<file path="src/rtl/onehot_scan_encoder_if.sv">
// Handshake bundle between the scan encoder and its producer/consumer.
// The slave side is the encoder; the master side starts scans and accepts indices.
interface onehot_scan_encoder_if #(
    parameter int WIDTH = 16,
    parameter int IDX_W = 4
);
    logic             start;
    logic [WIDTH-1:0] vec_in;
    logic             out_ready;
    logic             idx_valid;
    logic [IDX_W-1:0] idx_out;
    logic             busy;
    logic             done;
    logic [IDX_W:0]   count;

    modport master (
        output start, vec_in, out_ready,
        input  idx_valid, idx_out, busy, done, count
    );

    modport slave (
        input  start, vec_in, out_ready,
        output idx_valid, idx_out, busy, done, count
    );
endinterface

</file>
<file path="src/rtl/onehot_scan_encoder.sv">
// Sequential 16-to-4 encoder: captures a vector and emits the index of each set
// bit, lowest first, one per valid/ready handshake, then pulses done.
module onehot_scan_encoder #(
    parameter int WIDTH = 16,
    parameter int IDX_W = 4
) (
    input  logic                  clk,
    input  logic                  rst,
    onehot_scan_encoder_if.slave  bus
);

    typedef enum logic [1:0] {
        IDLE = 2'b00,
        SCAN = 2'b01,
        DONE = 2'b10
    } state_t;

    state_t           state_r;
    state_t           state_s;
    logic [WIDTH-1:0] shadow_r;
    logic [WIDTH-1:0] shadow_s;
    logic [IDX_W:0]   count_r;
    logic [IDX_W:0]   count_s;
    logic             valid_s;
    logic [IDX_W-1:0] lowest_s;

    function automatic logic [IDX_W-1:0] lowest_set(input logic [WIDTH-1:0] v);
        logic [IDX_W-1:0] idx;
        idx = {IDX_W{1'b0}};
        for (int i = WIDTH - 1; i >= 0; i--) begin
            if (v[i]) begin
                idx = i[IDX_W-1:0];
            end else begin
                idx = idx;
            end
        end
        return idx;
    endfunction

    assign valid_s  = (state_r == SCAN) && (shadow_r != {WIDTH{1'b0}});
    assign lowest_s = lowest_set(shadow_r);

    // Outputs decode straight from registered state so reset clears them at once.
    assign bus.idx_valid = valid_s;
    assign bus.idx_out   = valid_s ? lowest_s : {IDX_W{1'b0}};
    assign bus.busy      = (state_r == SCAN) || (state_r == DONE);
    assign bus.done      = (state_r == DONE);
    assign bus.count     = count_r;

    // Next-state logic: capture on start, strip one bit per accept, exit when empty.
    always_comb begin
        state_s  = state_r;
        shadow_s = shadow_r;
        count_s  = count_r;
        case (state_r)
            IDLE: begin
                if (bus.start) begin
                    shadow_s = bus.vec_in;
                    count_s  = {(IDX_W+1){1'b0}};
                    state_s  = SCAN;
                end else begin
                    state_s  = IDLE;
                end
            end
            SCAN: begin
                if (shadow_r == {WIDTH{1'b0}}) begin
                    state_s = DONE;
                end else if (bus.out_ready) begin
                    // x & (x-1) clears exactly the lowest set bit, i.e. the one on idx_out.
                    shadow_s = shadow_r & (shadow_r - {{(WIDTH-1){1'b0}}, 1'b1});
                    count_s  = count_r + {{IDX_W{1'b0}}, 1'b1};
                end else begin
                    state_s = SCAN;
                end
            end
            DONE: begin
                state_s = IDLE;
            end
            default: begin
                state_s = IDLE;
            end
        endcase
    end

    // State, shadow vector and accept counter registers.
    always_ff @(posedge clk or posedge rst) begin
        if (rst) begin
            state_r  <= IDLE;
            shadow_r <= {WIDTH{1'b0}};
            count_r  <= {(IDX_W+1){1'b0}};
        end else begin
            state_r  <= state_s;
            shadow_r <= shadow_s;
            count_r  <= count_s;
        end
    end

endmodule

</file>
<file path="src/flat_wrapper.sv">
// flat-port wrapper written by rule: the top's interface ports become plain ports
module onehot_scan_encoder_flat 
#(
    parameter int WIDTH = 16,
    parameter int IDX_W = 4
)
  (clk, rst, bus_start, bus_vec_in, bus_out_ready, bus_idx_valid, bus_idx_out, bus_busy, bus_done, bus_count);
  onehot_scan_encoder_if #(.WIDTH(WIDTH), .IDX_W(IDX_W)) bus_i ();
  input  logic clk;
  input  logic rst;
  input wire logic [$bits(bus_i.start)-1:0] bus_start;
  input wire logic [$bits(bus_i.vec_in)-1:0] bus_vec_in;
  input wire logic [$bits(bus_i.out_ready)-1:0] bus_out_ready;
  output wire logic [$bits(bus_i.idx_valid)-1:0] bus_idx_valid;
  output wire logic [$bits(bus_i.idx_out)-1:0] bus_idx_out;
  output wire logic [$bits(bus_i.busy)-1:0] bus_busy;
  output wire logic [$bits(bus_i.done)-1:0] bus_done;
  output wire logic [$bits(bus_i.count)-1:0] bus_count;
  assign bus_i.start = bus_start;
  assign bus_i.vec_in = bus_vec_in;
  assign bus_i.out_ready = bus_out_ready;
  assign bus_idx_valid = bus_i.idx_valid;
  assign bus_idx_out = bus_i.idx_out;
  assign bus_busy = bus_i.busy;
  assign bus_done = bus_i.done;
  assign bus_count = bus_i.count;
  onehot_scan_encoder #(.WIDTH(WIDTH), .IDX_W(IDX_W)) u_core (.clk(clk), .rst(rst), .bus(bus_i));
endmodule
</file>
<file path="config.mk">
export PLATFORM = sky130hd
export DESIGN_NAME = onehot_scan_encoder_flat
export DESIGN_NICKNAME = d
export VERILOG_FILES = /design/src/rtl/onehot_scan_encoder_if.sv /design/src/rtl/onehot_scan_encoder.sv /design/src/flat_wrapper.sv
export SDC_FILE = /design/constraint.sdc
export NUM_CORES = 1
export LEC_CHECK = 0
export CORE_UTILIZATION = 50
export CTS_CLUSTER_DIAMETER = 30
export CTS_CLUSTER_SIZE = 14
export DETAILED_ROUTE_END_ITERATION = 7
export MAX_ROUTING_LAYER = met4
export PLACE_DENSITY = 0.79
export SLEW_MARGIN = 10
export SYNTH_ARGS = -nofsm -noshare
export SYNTH_HDL_FRONTEND = slang
export SYNTH_SLANG_ARGS = --single-unit
</file>
<file path="constraint.sdc">
create_clock -name clk -period 2.46 [get_ports clk]
set_input_delay 0.246 -clock clk [delete_from_list [all_inputs] [get_ports clk]]
set_output_delay 0.246 -clock clk [all_outputs]
set_load 0.02 [all_outputs]
</file>
==> results.sh <==
export IMPL_cts_tree="built"
export IMPL_die_width_um=56.7
export IMPL_worstSetupStartpointType="register"
export IMPL_syn_inst=162
export IMPL_path_clk_slew_ns=0.13
export IMPL_stdcell_count=245
export IMPL_std_cell_rows=19
export IMPL_grtUsageTotal_pct=28.4
export IMPL_p_sw_w=0.00118
export IMPL_rr_worst_depth=7
export IMPL_syn2layout_area_growth_pct=34.8
export IMPL_totalWireLength_um=4270
export IMPL_nNetsFinal=239
export IMPL_drv_slew=0
export IMPL_timing_rr_start="u_core.state_r[1]"
export IMPL_power_share_combinational_pct=67.3
export IMPL_relSlewSlack_pct=39.8
export IMPL_layout_drive_gt1_share_pct=22.9
export IMPL_synth_compound_area_share_pct=30.1
export IMPL_synth_top_family_by_area="compound AO/OA/AOI/OAI gates"
export IMPL_slowest_delay_ns=0.55
export IMPL_crit_path_max_fanout=2
export IMPL_startpoint="u_core.shadow_r[4]"
export IMPL_vias=1564
export IMPL_design_area_um2=2020
export IMPL_ant_nets=0
export IMPL_dieArea_um2=3220
export IMPL_swShare_pct=46.9
export IMPL_path_cells="or4_4 -> or3_4 -> o21ai_4 -> inv_2 -> and3_1 -> buf_2"
export IMPL_cpLargestDelayFamily="simple AND/OR/NAND/NOR gates"
export IMPL_peakVddDrop_v=0.000702
export IMPL_placed_cell_area_um2=2000
export IMPL_avgRoutedWirePerCell_um=17.4
export IMPL_dr_pass1_iters=6
export IMPL_worstPathArrival_ns=2.19
export IMPL_cts_hold_repair_buffers=0
export IMPL_clk_path_buf_depth=2
export IMPL_synth_distinct_cells=50
export IMPL_period_minus_slack_ns=2.43
export IMPL_max_freq_mhz=411
export IMPL_synth_seq_cells=23
export IMPL_clkSinkCount=23
export IMPL_hold_path_class="primary input to asynchronous set/reset pin"
export IMPL_synthAdderAreaFrac_pct=3.34
export IMPL_power_leakage_nw=0.915
export IMPL_end_kind="output pin"
export IMPL_antenna_found_initial=0
export IMPL_timing_final_crit_share_pct=98.9
export IMPL_portBuffers=31
export IMPL_initial_utilization_pct=53.4
export IMPL_seqPwrFrac_pct=25.5
export IMPL_setup_violations=0
export IMPL_max_cap_violations=0
export IMPL_syn_avg_cell_area_um2=9.24
export IMPL_fin_setup_tns_ns=0
export IMPL_ys_seq_area_share_pct=38.4
export IMPL_grt_use_met3_pct=2.53
export IMPL_ios=32
export IMPL_cts_resized_gates=15
export IMPL_clkPwrFrac_pct=7.2
export IMPL_fin_util_pct=72.0
export IMPL_p_int_w=0.00134
export IMPL_critical_path_depth=6
export IMPL_grt_busiest_layer="met2"
export IMPL_grt_start_max_net_pins=24
export IMPL_numCtsBuffers=3
export IMPL_worst_slew_pin_slew_ns=0.901
export IMPL_fillers=233
export IMPL_failed_checks="DRC"
export IMPL_synth_area_um2=1500
export IMPL_cts_root_buffer="clkbuf_4"
export IMPL_ys_flop_type="dfrtp_1"
export IMPL_synthXorXnorAreaFrac_pct=0
export IMPL_hold_viol=0
export IMPL_grt_use_met2_pct=44.6
export IMPL_synthSimpleGateAreaFrac_pct=21.6
export IMPL_cp_buffers_inverters=2
export IMPL_use_met1_pct=39.0
export IMPL_rsz0062_at_grt="yes"
export IMPL_slowest_stage="or4_4"
export IMPL_grt_first_pass_wirelength_um=6900
export IMPL_crit_required_ns=2.21
export IMPL_core_um2=2810
export IMPL_status="finished with violations"
export IMPL_dp_cells=241
export IMPL_via_per_inst=6.38
export IMPL_path_class="register to output pin"
export IMPL_gp_congestion=0.902
export IMPL_dp_hpwl_um=3140
export IMPL_initialDrtViolationCount=72
export IMPL_antenna_cells=0
export IMPL_synth_edf_count=0
export IMPL_synth_mux_area_share_pct=1.42
export IMPL_yosysWarnings=0
export IMPL_first_global_vias=1490
export IMPL_chipHeight_um=56.7
export IMPL_fin_skew_ns=0.00476
export IMPL_power_density_nw_per_um2=1250
export IMPL_drc=4
export IMPL_post_cts_buffers=0
export IMPL_synth_async_reset_ratio_pct=100
export IMPL_overflow=0
export IMPL_clkLatencyLatePin_ns=0.32
export IMPL_htreeDepth=1
export IMPL_syn_nets=186
sequential cells by signal, summed over array words and instances, names as in the netlist:
name              flops
u_core.shadow_r      16
u_core.bus.count      5
u_core.state_r        2
cell usage after synthesis, types with 3 or more instances:
cell / instances / area share, %
a22o_1: 5 / 2.9
o21ai_1: 4 / 1.3
ha_1: 4 / 3.3
inv_1: 9 / 2.3
nand4_1: 4 / 1.7
a221o_1: 4 / 2.7
a31oi_1: 4 / 1.7
nand3_1: 3 / 1.0
o21ai_0: 12 / 4.0
clkbuf_1: 6 / 1.5
a21o_1: 3 / 1.5
nor2b_1: 3 / 1.3
nor3_1: 3 / 1.0
a21oi_1: 8 / 2.7
or4_4: 3 / 2.3
dfrtp_1: 23 / 38
nor2_1: 14 / 3.5
nand2_1: 11 / 2.8
final cells by class:
class	count	area, um^2	share of cell area (%)
Clock buffer	4	26.3	1.30
Multi-Input combinational cell	121	857	42.4
Tap cell	31	38.8	1.92
Sequential cell	23	576	28.5
Inverter	10	37.5	1.86
Timing Repair Buffer	56	484	24.0
kinds of logic after synthesis:
logic type / Yosys count
AOI/OAI and AO/OA: 61
buffers and inverters: 18
adders and majority gates: 4
and+or+nand+nor: 54
muxes: 2
DFF: 23
cell usage in the layout (no fill, tap or decap), types with 2 or more instances in the layout:
cell	synthesis	final
a21o_1	3	3
a21oi_1	8	8
a221o_1	4	4
a22o_1	5	5
a22oi_1	2	2
a31oi_1	4	4
and3_1	2	2
buf_2	1	3
buf_4	0	25
clkbuf_4	0	3
clkdlybuf4s50_1	0	26
dfrtp_1	23	23
ha_1	4	4
inv_1	9	9
nand2_1	11	11
nand3_1	3	3
nand4_1	4	4
nor2_1	14	14
nor2b_1	3	3
nor3_1	3	3
nor4_1	2	2
o21ai_0	12	12
o21ai_1	4	4
o2bb2ai_1	2	2
o311a_2	2	2
o31ai_1	2	2
or4_4	3	4
through the flow:
step           total power [W]  hold WS (ns)  worst slack, ns
5_1_grt                0.00267         0.472          -0.0176
3_5_place_dp           0.00231         0.490          0.00209
3_3_place_gp           0.00227         0.487           0.0142
6_report               0.00252         0.414           0.0268
2_1_floorplan          0.00165         0.248            0.231
4_1_cts                0.00247         0.451           0.0163
final timing paths:
path                                       end  slack, ns
setup reg to reg           u_core.bus.count[0]       0.24
min in group clk            u_core.shadow_r[7]       0.47
hold reg to reg            u_core.bus.count[3]       0.51
max in group asynchronous  u_core.shadow_r[13]       1.49
hold / removal             u_core.bus.count[3]       0.41
setup / recovery                bus_idx_out[1]       0.03
per-layer routing:
metal,share of wire (%),wire length (um)
met5,0,0
met4,1.3,57
met3,6.3,269
met2,47,2010
met1,45,1940
power groups by stage:
stage	Combinational [W]	Sequential, W	Clock, W
finish	0.00169	0.000642	0.000182
global route	0.00181	0.000657	0.000193
CTS	0.00165	0.000638	0.000184
detailed placement	0.00166	0.000646	0
global placement	0.00164	0.000632	0
floorplan	0.000968	0.000683	0
worst register-to-register path: stages, from the launching register on:
cell and delay [ns]:
dfrtp_1 0.43, inv_1 0.09, ha_1 0.27, buf_4 0.24, o21ai_0 0.18, a31oi_2 0.41
o21ai_2 0.20, mux2_2 0.30
(Power assumes the default switching activity.)
